File: config.mk
export PLATFORM = sky130hd
export DESIGN_NAME = vm_mem_arbiter_flat
export DESIGN_NICKNAME = d
export VERILOG_FILES = /design/src/rtl/vm_mem_pkg.sv /design/src/rtl/vm_mem_arbiter_if.sv /design/src/rtl/vm_arb_pick.sv /design/src/rtl/vm_mem_arbiter.sv /design/src/flat_wrapper.sv
export SDC_FILE = /design/constraint.sdc
export NUM_CORES = 1
export LEC_CHECK = 0
export CAP_MARGIN = 20
export CORE_UTILIZATION = 21
export CTS_BUF_LIST = sky130_fd_sc_hd__clkbuf_4
export DETAILED_ROUTE_END_ITERATION = 10
export GPL_ROUTABILITY_DRIVEN = 0
export PLACE_DENSITY = 0.76
export SLEW_MARGIN = 20
export SYNTH_ARGS = -nofsm -noshare
export SYNTH_HDL_FRONTEND = slang
export SYNTH_SLANG_ARGS = --single-unit
File: constraint.sdc
create_clock -name Clk -period 1.7 [get_ports Clk]
set_clock_uncertainty 0.1 [all_clocks]
set_input_delay 0.425 -clock Clk [delete_from_list [all_inputs] [get_ports Clk]]
set_output_delay 0.425 -clock Clk [all_outputs]
set_load 0.01 [all_outputs]
File: src/rtl/vm_mem_pkg.sv
`default_nettype none
// +--------------------------------------------------------------------------+
// | vm_mem_pkg: shared types and helpers for the variable-memory arbiter     |
// | Revision: 1.0                                                            |
// +--------------------------------------------------------------------------+
package vm_mem_pkg;

    localparam int unsigned VM_AW_DEFAULT  = 10;
    localparam int unsigned VM_DW_DEFAULT  = 32;
    localparam int unsigned VM_MAX_MASTERS = 8;

    typedef enum logic [1:0] {
        ARB_IDLE    = 2'd0,
        ARB_GRANT   = 2'd1,
        ARB_RELEASE = 2'd2
    } arb_state_e;

    function automatic logic [2:0] onehot_to_idx(input logic [7:0] oh);
        logic [2:0] idx;
        idx = 3'd0;
        for (int i = 0; i < 8; i++) begin
            if (oh[i]) begin
                idx = 3'(i);
            end
        end
        return idx;
    endfunction

endpackage
`default_nettype wire

File: src/rtl/vm_mem_arbiter_if.sv
`default_nettype none
// +--------------------------------------------------------------------------+
// | vm_mem_arbiter_if: initiator request bus plus the shared memory port     |
// | Revision: 1.0                                                            |
// +--------------------------------------------------------------------------+
interface vm_mem_arbiter_if
    import vm_mem_pkg::*;
#(
    parameter int NUM_MASTERS = 2,
    parameter int AW          = VM_AW_DEFAULT,
    parameter int DW          = VM_DW_DEFAULT
);
    logic [NUM_MASTERS-1:0]    req;
    logic [NUM_MASTERS-1:0]    cs;
    logic [NUM_MASTERS-1:0]    we;
    logic [NUM_MASTERS*AW-1:0] addr;
    logic [NUM_MASTERS*DW-1:0] wdata;
    logic [NUM_MASTERS-1:0]    grt;
    logic [DW-1:0]             rdata;
    logic                      busy;
    logic [2:0]                owner;
    logic                      mem_cs;
    logic                      mem_we;
    logic [AW-1:0]             mem_addr;
    logic [DW-1:0]             mem_wdata;
    logic [DW-1:0]             mem_rdata;

    modport slave (
        input  req, cs, we, addr, wdata, mem_rdata,
        output grt, rdata, busy, owner, mem_cs, mem_we, mem_addr, mem_wdata
    );

    modport master (
        output req, cs, we, addr, wdata, mem_rdata,
        input  grt, rdata, busy, owner, mem_cs, mem_we, mem_addr, mem_wdata
    );
endinterface
`default_nettype wire

File: src/rtl/vm_arb_pick.sv
`default_nettype none
// +--------------------------------------------------------------------------+
// | vm_arb_pick: first requester found scanning upward from start_i, wrapping|
// | Revision: 1.0                                                            |
// +--------------------------------------------------------------------------+
module vm_arb_pick #(
    parameter int NUM_MASTERS = 2
) (
    input  wire logic [NUM_MASTERS-1:0] req_i,
    input  wire logic [2:0]             start_i,
    output logic      [2:0]             winner_o,
    output logic                        valid_o
);
    logic [7:0] w_req_pad;
    logic [2:0] w_idx;

    assign w_req_pad = 8'(req_i);

    always_comb begin
        winner_o = 3'd0;
        valid_o  = 1'b0;
        w_idx    = 3'd0;
        for (int k = 0; k < NUM_MASTERS; k++) begin
            w_idx = 3'((int'(start_i) + k) % NUM_MASTERS);
            if (!valid_o && w_req_pad[w_idx]) begin
                valid_o  = 1'b1;
                winner_o = w_idx;
            end
        end
    end
endmodule
`default_nettype wire

File: src/rtl/vm_mem_arbiter.sv
`default_nettype none
// +--------------------------------------------------------------------------+
// | vm_mem_arbiter: grants the shared data memory to one initiator at a time |
// | Optional VM_ARB_ROUND_ROBIN_EN rotates priority past the last owner.     |
// | Revision: 1.0                                                            |
// +--------------------------------------------------------------------------+
module vm_mem_arbiter
    import vm_mem_pkg::*;
#(
    parameter int NUM_MASTERS = 2,
    parameter int AW          = VM_AW_DEFAULT,
    parameter int DW          = VM_DW_DEFAULT
) (
    input  wire logic    Clk,
    input  wire logic    Rst,
    vm_mem_arbiter_if.slave bus
);
    arb_state_e             state_q, state_d;
    logic [NUM_MASTERS-1:0] grt_q, grt_d;
    logic [2:0]             owner_q, owner_d;

    logic [7:0]    w_req_pad;
    logic [7:0]    w_cs_pad;
    logic [7:0]    w_we_pad;
    logic [AW-1:0] w_addr_arr  [8];
    logic [DW-1:0] w_wdata_arr [8];
    logic [7:0]    w_oh;
    logic [2:0]    w_start;
    logic [2:0]    w_winner;
    logic          w_valid;
    logic          w_mem_cs;
    logic          w_mem_we;
    logic [AW-1:0] w_mem_addr;
    logic [DW-1:0] w_mem_wdata;
    logic          w_busy;

    // Pad per-master fields to 8 entries so the 3-bit owner indexes cleanly.
    assign w_req_pad = 8'(bus.req);
    assign w_cs_pad  = 8'(bus.cs);
    assign w_we_pad  = 8'(bus.we);

    genvar gi;
    generate
        for (gi = 0; gi < 8; gi++) begin : g_unpack
            if (gi < NUM_MASTERS) begin : g_used
                assign w_addr_arr[gi]  = bus.addr[gi*AW +: AW];
                assign w_wdata_arr[gi] = bus.wdata[gi*DW +: DW];
            end else begin : g_pad
                assign w_addr_arr[gi]  = '0;
                assign w_wdata_arr[gi] = '0;
            end
        end
    endgenerate

`ifdef VM_ARB_ROUND_ROBIN_EN
    assign w_start = (owner_q == 3'(NUM_MASTERS - 1)) ? 3'd0 : owner_q + 3'd1;
`else
    assign w_start = 3'd0;
`endif

    vm_arb_pick #(
        .NUM_MASTERS (NUM_MASTERS)
    ) u_pick (
        .req_i    (bus.req),
        .start_i  (w_start),
        .winner_o (w_winner),
        .valid_o  (w_valid)
    );

    always_ff @(posedge Clk or posedge Rst) begin
        if (Rst) begin
            state_q <= ARB_IDLE;
            grt_q   <= '0;
            owner_q <= 3'd0;
        end else begin
            state_q <= state_d;
            grt_q   <= grt_d;
            owner_q <= owner_d;
        end
    end

    always_comb begin
        state_d     = state_q;
        grt_d       = grt_q;
        owner_d     = owner_q;
        w_oh        = 8'(1) << w_winner;
        w_busy      = 1'b0;
        w_mem_cs    = 1'b0;
        w_mem_we    = 1'b0;
        w_mem_addr  = w_addr_arr[owner_q];
        w_mem_wdata = w_wdata_arr[owner_q];
        case (state_q)
            ARB_IDLE: begin
                grt_d = '0;
                if (w_valid) begin
                    grt_d   = w_oh[NUM_MASTERS-1:0];
                    owner_d = onehot_to_idx(w_oh);
                    state_d = ARB_GRANT;
                end
            end
            ARB_GRANT: begin
                w_busy   = 1'b1;
                // A strobe arriving with the req drop belongs to no transaction.
                w_mem_cs = w_cs_pad[owner_q] & w_req_pad[owner_q];
                w_mem_we = w_mem_cs & w_we_pad[owner_q];
                if (!w_req_pad[owner_q]) begin
                    grt_d   = '0;
                    state_d = ARB_RELEASE;
                end
            end
            ARB_RELEASE: begin
                w_busy  = 1'b1;
                grt_d   = '0;
                state_d = ARB_IDLE;
            end
            default: begin
                state_d     = ARB_IDLE;
                grt_d       = '0;
                owner_d     = 3'd0;
                w_mem_addr  = '0;
                w_mem_wdata = '0;
            end
        endcase
        if (Rst) begin
            w_mem_addr  = '0;
            w_mem_wdata = '0;
        end
    end

    assign bus.grt       = grt_q;
    assign bus.owner     = owner_q;
    assign bus.busy      = w_busy;
    assign bus.mem_cs    = w_mem_cs;
    assign bus.mem_we    = w_mem_we;
    assign bus.mem_addr  = w_mem_addr;
    assign bus.mem_wdata = w_mem_wdata;
    assign bus.rdata     = bus.mem_rdata;
endmodule
`default_nettype wire

File: src/flat_wrapper.sv
// flat-port wrapper written by rule: the top's interface ports become plain ports
module vm_mem_arbiter_flat import vm_mem_pkg::*;
#(
    parameter int NUM_MASTERS = 2,
    parameter int AW          = VM_AW_DEFAULT,
    parameter int DW          = VM_DW_DEFAULT
)
  (Clk, Rst, bus_req, bus_cs, bus_we, bus_addr, bus_wdata, bus_mem_rdata, bus_grt, bus_rdata, bus_busy, bus_owner, bus_mem_cs, bus_mem_we, bus_mem_addr, bus_mem_wdata);
  vm_mem_arbiter_if #(.NUM_MASTERS(NUM_MASTERS), .AW(AW), .DW(DW)) bus_i ();
  input  wire logic Clk;
  input  wire logic Rst;
  input wire logic [$bits(bus_i.req)-1:0] bus_req;
  input wire logic [$bits(bus_i.cs)-1:0] bus_cs;
  input wire logic [$bits(bus_i.we)-1:0] bus_we;
  input wire logic [$bits(bus_i.addr)-1:0] bus_addr;
  input wire logic [$bits(bus_i.wdata)-1:0] bus_wdata;
  input wire logic [$bits(bus_i.mem_rdata)-1:0] bus_mem_rdata;
  output wire logic [$bits(bus_i.grt)-1:0] bus_grt;
  output wire logic [$bits(bus_i.rdata)-1:0] bus_rdata;
  output wire logic [$bits(bus_i.busy)-1:0] bus_busy;
  output wire logic [$bits(bus_i.owner)-1:0] bus_owner;
  output wire logic [$bits(bus_i.mem_cs)-1:0] bus_mem_cs;
  output wire logic [$bits(bus_i.mem_we)-1:0] bus_mem_we;
  output wire logic [$bits(bus_i.mem_addr)-1:0] bus_mem_addr;
  output wire logic [$bits(bus_i.mem_wdata)-1:0] bus_mem_wdata;
  assign bus_i.req = bus_req;
  assign bus_i.cs = bus_cs;
  assign bus_i.we = bus_we;
  assign bus_i.addr = bus_addr;
  assign bus_i.wdata = bus_wdata;
  assign bus_i.mem_rdata = bus_mem_rdata;
  assign bus_grt = bus_i.grt;
  assign bus_rdata = bus_i.rdata;
  assign bus_busy = bus_i.busy;
  assign bus_owner = bus_i.owner;
  assign bus_mem_cs = bus_i.mem_cs;
  assign bus_mem_we = bus_i.mem_we;
  assign bus_mem_addr = bus_i.mem_addr;
  assign bus_mem_wdata = bus_i.mem_wdata;
  vm_mem_arbiter #(.NUM_MASTERS(NUM_MASTERS), .AW(AW), .DW(DW)) u_core (.Clk(Clk), .Rst(Rst), .bus(bus_i));
endmodule
# After elaboration in Yosys (flattened, before gate mapping)

Index checks and enable logic that the tools add are counted.

Add/subtract/negate cells: 0
$mul: 0
Divide/modulo/power cells: 0
$lt $le $gt $ge: 2
Equal/unequal tests: 4
Shift operators: 1
Multiplexer cells: 37
Bitwise logic cells: 4
Reductions and logical operators: 7

Operator list:

| operator            | number |
|---|---|
| $mux 32             | 4 |
| $bmux 32 s3         | 1 |
| $mux 10             | 4 |
| $bmux 10 s3         | 1 |
| $mux 3              | 5 |
| $mux 2              | 6 |
| $mux 1              | 10 |
| $bmux 1 s3          | 3 |
| $pmux 2 s2          | 2 |
| $shl 1x1->8 const A | 1 |
| $pmux 3 s2          | 1 |
| $ge 4x4->1 const B  | 1 |
| $lt 3x4->1 const B  | 1 |
| $ne 2x2->1 const B  | 2 |
| $not 3->4           | 1 |
| $reduce_and 2->1    | 2 |
| $reduce_or 3->1     | 1 |
| $and 1x1->1         | 2 |
| $eq 2x1->1 const B  | 1 |
| $eq 2x2->1 const B  | 1 |
| $logic_not 2->1     | 1 |
| $reduce_or 2->1     | 1 |
| $logic_and 1x1->1   | 1 |
| $logic_not 1->1     | 1 |
| $not 1->1           | 1 |

Flip-flop bits (word level): 7
Latch bits: 0
Bits in writable memories: 0
Bits in read-only memories: 0
Bits of input ports: 124
Output and inout bits: 82
Logic and storage cells: 58
Memories: 0

# Depth between registers and ports, before layout

Word-level depth: 14
Mapped depth: 5
Depth with buffers taken out: 5

# Hierarchy

A second synthesis with hierarchy kept.

Cell total of the unflattened synthesis: 175
Area total of the unflattened synthesis: 1370.1 µm²

By module, submodules not included:

| module         | instances | cells each | area each (µm²) | seq. area each (µm²) |
|---|---|---|---|---|
| vm_mem_arbiter | 1         | 169        | 1333.8          | 175.2 |
| vm_arb_pick    | 1         | 6          | 36.3            | 0.0 |

# Worst setup path after synthesis

OpenSTA, ideal clock, no wires.

Kind: register to output
Start: register u_core.state_q[0]
End: output port bus_mem_addr[0]
Arrival: 1310 ps
Required time: 1175 ps
Setup slack: -135 ps
Stages on the path, launching flop included: 6
Path buffers: 2
Cells stage by stage: dfrtp_1 > ha_1 > or2_2 > buf_2 > buf_6 > nor2_1

Longest elaborated chain between the ends: 4
Elaborated cells between the ends (all ways): 6
Classes of those cells: eq/ne: 2; mux: 2; reduce/logical: 2

Ends and longest elaborated chain:

| what                                     | line                  | text |
|---|---|---|
| from (decl)                              | vm_mem_arbiter.sv:18  | `arb_state_e state_q, state_d;` |
| from (signal assigned)                   | vm_mem_arbiter.sv:76  | `state_q <= state_d;` |
| $eq 2x2->1, or another cell as far along | vm_mem_arbiter.sv:92  | `case (state_q)` |
| $reduce_or 3->1 (no line) (*)            | --                    |  |
| $mux 10 (*)                              | vm_mem_arbiter.sv:92  |  |
| $mux 10 (*)                              | vm_mem_arbiter.sv:124 | `if (Rst) begin` |
| to (decl)                                | flat_wrapper.sv:24    | `output wire logic [$bits(bus_i.mem_addr)-1:0] bus_mem_addr;` |

Every way passes the cells marked *; elsewhere a longest branch is shown, timed or not.

# Final worst setup path

Start: register u_core.state_q[0]
End: output port bus_mem_wdata[14]

Longest elaborated chain between the ends: 4
Elaborated cells between the ends (all ways): 6
Classes of those cells: eq/ne: 2; mux: 2; reduce/logical: 2

Ends and longest elaborated chain:

| what                                     | line                  | text |
|---|---|---|
| $eq 2x2->1, or another cell as far along | vm_mem_arbiter.sv:92  |  |
| $reduce_or 3->1 (no line) (*)            | --                    |  |
| $mux 32 (*)                              | vm_mem_arbiter.sv:92  |  |
| $mux 32 (*)                              | vm_mem_arbiter.sv:124 |  |
| to (decl)                                | flat_wrapper.sv:25    | `output wire logic [$bits(bus_i.mem_wdata)-1:0] bus_mem_wdata;` |

Marked as above.

==> insert_results.sql <==
INSERT INTO impl_metrics (metric_group, metric, value, unit) VALUES
('outcome', 'run_status', 'finished, violations left', ''),
('outcome', 'failing_checks', 'negative setup slack', ''),
('die', 'num_rows', '28', ''),
('synth', 'synth.lib_cells_used.distinct', '24', ''),
('synth', 'most_instantiated_cells_after_synthesis', 'nor2_1 (45), mux2i_1 (44), buf_4 (34)', ''),
('final_layout', 'syn2layout_area_growth', '161.3', '%'),
('placed_design', 'dp_cells', '360', ''),
('die', 'num_io_pins', '206', ''),
('timing', 'setup_violations', '45', ''),
('worst_setup_path', 'path_class', 'reg -> out', ''),
('drt', 'route.detailed.vias_per_inst', '4.451', ''),
('synth', 'asyncSetResetFlopFracSynth', '1.000', ''),
('synth', 'synth_edf_count', '0', ''),
('placed_design', 'hpwlAfterDp', '4.164', 'mm'),
('synth', 'ys_seq_area_frac', '0.09497', ''),
('drt', 'drt_drc_violations_left', '0', ''),
('worst_setup_path', 'critical_path_peak_fanout', '8', ''),
('synth', 'ys.flop_type', 'dfrtp_1', ''),
('global_routing', 'number_of_global_route_vias_before_repair', '1620', ''),
('die', 'fp.dieW', '81.21', 'um'),
('global_routing', 'groute.usage.overall', '0.1601', ''),
('synth', 'area_of_the_mapped_netlist', '0.001318', 'mm2'),
('timing', 'fin_ws', '-0.3951', 'ns'),
('synth', 'synth-seq-cells', '5', ''),
('global_routing', 'grt_max_degree', '12', ''),
('worst_setup_path', 'timing.critical_path.to_type', 'output port', ''),
('cts', 'clock_tree.htree_level_count', '1', ''),
('power_and_ir_drop', 'power.static_leakage', '1.435', 'nW'),
('worst_setup_path', 'timing.critical_path.max_delay_family', 'buffers and inverters', ''),
('drt', 'routed_wire_length_per_instance', '15.44', 'um'),
('timing', 'grt_setup_unrepaired', 'true', ''),
('global_routing', 'grt_overflow_total', '0', ''),
('worst_setup_path', 'timing.critical_path.buf_inv', '3', ''),
('final_layout', 'multiInputGateArea', '0.001316', 'mm2'),
('placed_design', 'place.port_buffers', '139', ''),
('drt', 'vias', '1727', ''),
('power_and_ir_drop', 'power_density', '1020', 'mW/mm2'),
('global_routing', 'wire_length_of_the_first_global_routing_pass', '8.066', 'mm'),
('drt', 'maxUsedRoutingLayer', 'met4', ''),
('drt', 'met3RoutedLength', '620', 'um'),
('drt', 'dr_wl_met2', '3.238', 'mm'),
('final_layout', 'number_of_nets_at_the_end_of_the_flow', '441', ''),
('final_layout', 'final_core_utilization', '0.5748', ''),
('worst_setup_path', 'crit_cells', '6', ''),
('timing', 'post-route-period-util', '1.232', ''),
('synth', 'post_synth.cell_area_avg', '7.705', 'um2'),
('die', 'core_area', '0.005991', 'mm2'),
('drt', 'drt_wl_total', '5.991', 'mm'),
('worst_setup_path', 'r2r_cells', '8', ''),
('cts', 'clock_sinks', '5', ''),
('power_and_ir_drop', 'design_power_total', '3.511', 'mW'),
('timing', 'fmax', '477.3', 'MHz'),
('synth', 'synthCells', '171', ''),
('drt', 'drt_iter0_markers', '40', ''),
('min_path', 'worstHoldPathType', 'in -> async', ''),
('cts', 'cts.reportedPaths.clkPinSlew', '0.04', 'ns'),
('cts', 'cts-root-to-sink-buffers', '2', ''),
('final_layout', 'fin_cells', '388', ''),
('final_layout', 'ff_latch_area', '126.4', 'um2'),
('final_layout', 'fillCellCount', '491', ''),
('timing', 'period_needed', '2.095', 'ns'),
('cts', 'cts_tree', 'yes', ''),
('global_routing', 'antenna_found_initial', '0', ''),
('worst_setup_path', 'timing.critical_path.required', '1.17', 'ns'),
('drt', 'first_pass_iters', '4', ''),
('cts', 'numCtsBuffers', '3', ''),
('synth', 'yosysMostFrequentCell', 'nor2_1', ''),
('cts', 'cts_hold_buffers', '0', ''),
('worst_setup_path', 'worstPathArrival', '1.57', 'ns'),
('drt', 'detail_route.wirelength.met1', '1.998', 'mm'),
('worst_setup_path', 'crit_path_max_incr_delay', '0.37', 'ns');
## where the power goes
part	total, mW	internal [mW]	switching, mW
sequential	0.210	0.167	0.0427
clock	0.152	0.105	0.0473
combinational	3.15	1.82	1.33
total	3.51	2.09	1.42
## final timing paths
path / startpoint / to / slack (ns)
min: Rst / u_core.state_q[0] / 0.13
max reg2reg: u_core.state_q[1] / u_core.state_q[1] / 0.04
max: u_core.state_q[0] / bus_mem_wdata[14] / -0.40
max in group asynchronous: Rst / u_core.bus.owner[0] / 1.18
min reg2reg: u_core.bus.grt[1] / u_core.bus.grt[1] / 0.41
min in group Clk: u_core.bus.grt[1] / u_core.bus.grt[1] / 0.41
## state kept, by name, summed over array words and instances (netlist names)
name,cells
u_core.bus.grt,2
u_core.state_q,2
u_core.bus.owner,1
## cell families after synthesis
group,count (synthesis),synth area share
buffers and inverters,51,0.2906
other,1,0.002846
AO/OA/AOI/OAI,9,0.04843
adder cells (fa/ha/maj),3,0.02849
multiplexers,46,0.3571
flip-flops,5,0.09497
AND/OR/NAND/NOR,56,0.1776
## stage by stage
stage / hold slack, ns / setup WS [ns] / cell area (um2)
after global placement: 0.4001 / -0.8259 / 2958
after CTS: 0.1318 / -0.4087 / 3317
after detailed placement: 0.3997 / -0.8392 / 2958
after floorplan: 0.1035 / 0.003578 / 1668
final: 0.1276 / -0.3951 / 3443
after global routing: 0.1462 / -0.4492 / 3443
## layout make-up
cell class,instances,area share
well taps,75,0.02725
clock buffers,4,0.008721
repair buffers,182,0.5378
inverters,6,0.007267
flip-flops and latches,5,0.03670
multi-input cells,116,0.3823
## per-layer routing
metal  vias to the layer above  track usage
li1                        819            -
met1                       779       0.1681
met2                       111       0.3118
met3                        18      0.03820
met4                         0      0.04464
met5                         -            0
## cell usage in the layout (no fill, tap or decap), types with 4 or more instances in the layout
cell type | synthesis | routed
inv_1 | 6 | 5
buf_6 | 8 | 37
clkdlybuf4s50_1 | 0 | 90
buf_2 | 3 | 14
clkbuf_4 | 0 | 4
dfrtp_1 | 5 | 4
mux2i_4 | 0 | 6
mux2i_1 | 44 | 25
buf_12 | 0 | 11
nor2_1 | 45 | 5
mux2i_2 | 0 | 13
nor2_4 | 0 | 40
buf_4 | 34 | 25
## what timing repair did
action | in CTS | in global routing
endpoints found under the hold margin | 0 | 0
buffers inserted | 21 | 5
endpoints found under the setup margin | 47 | 48
resized for setup | 248 | 18
pin swaps | 7 | 4
(Power assumes the default switching activity.)
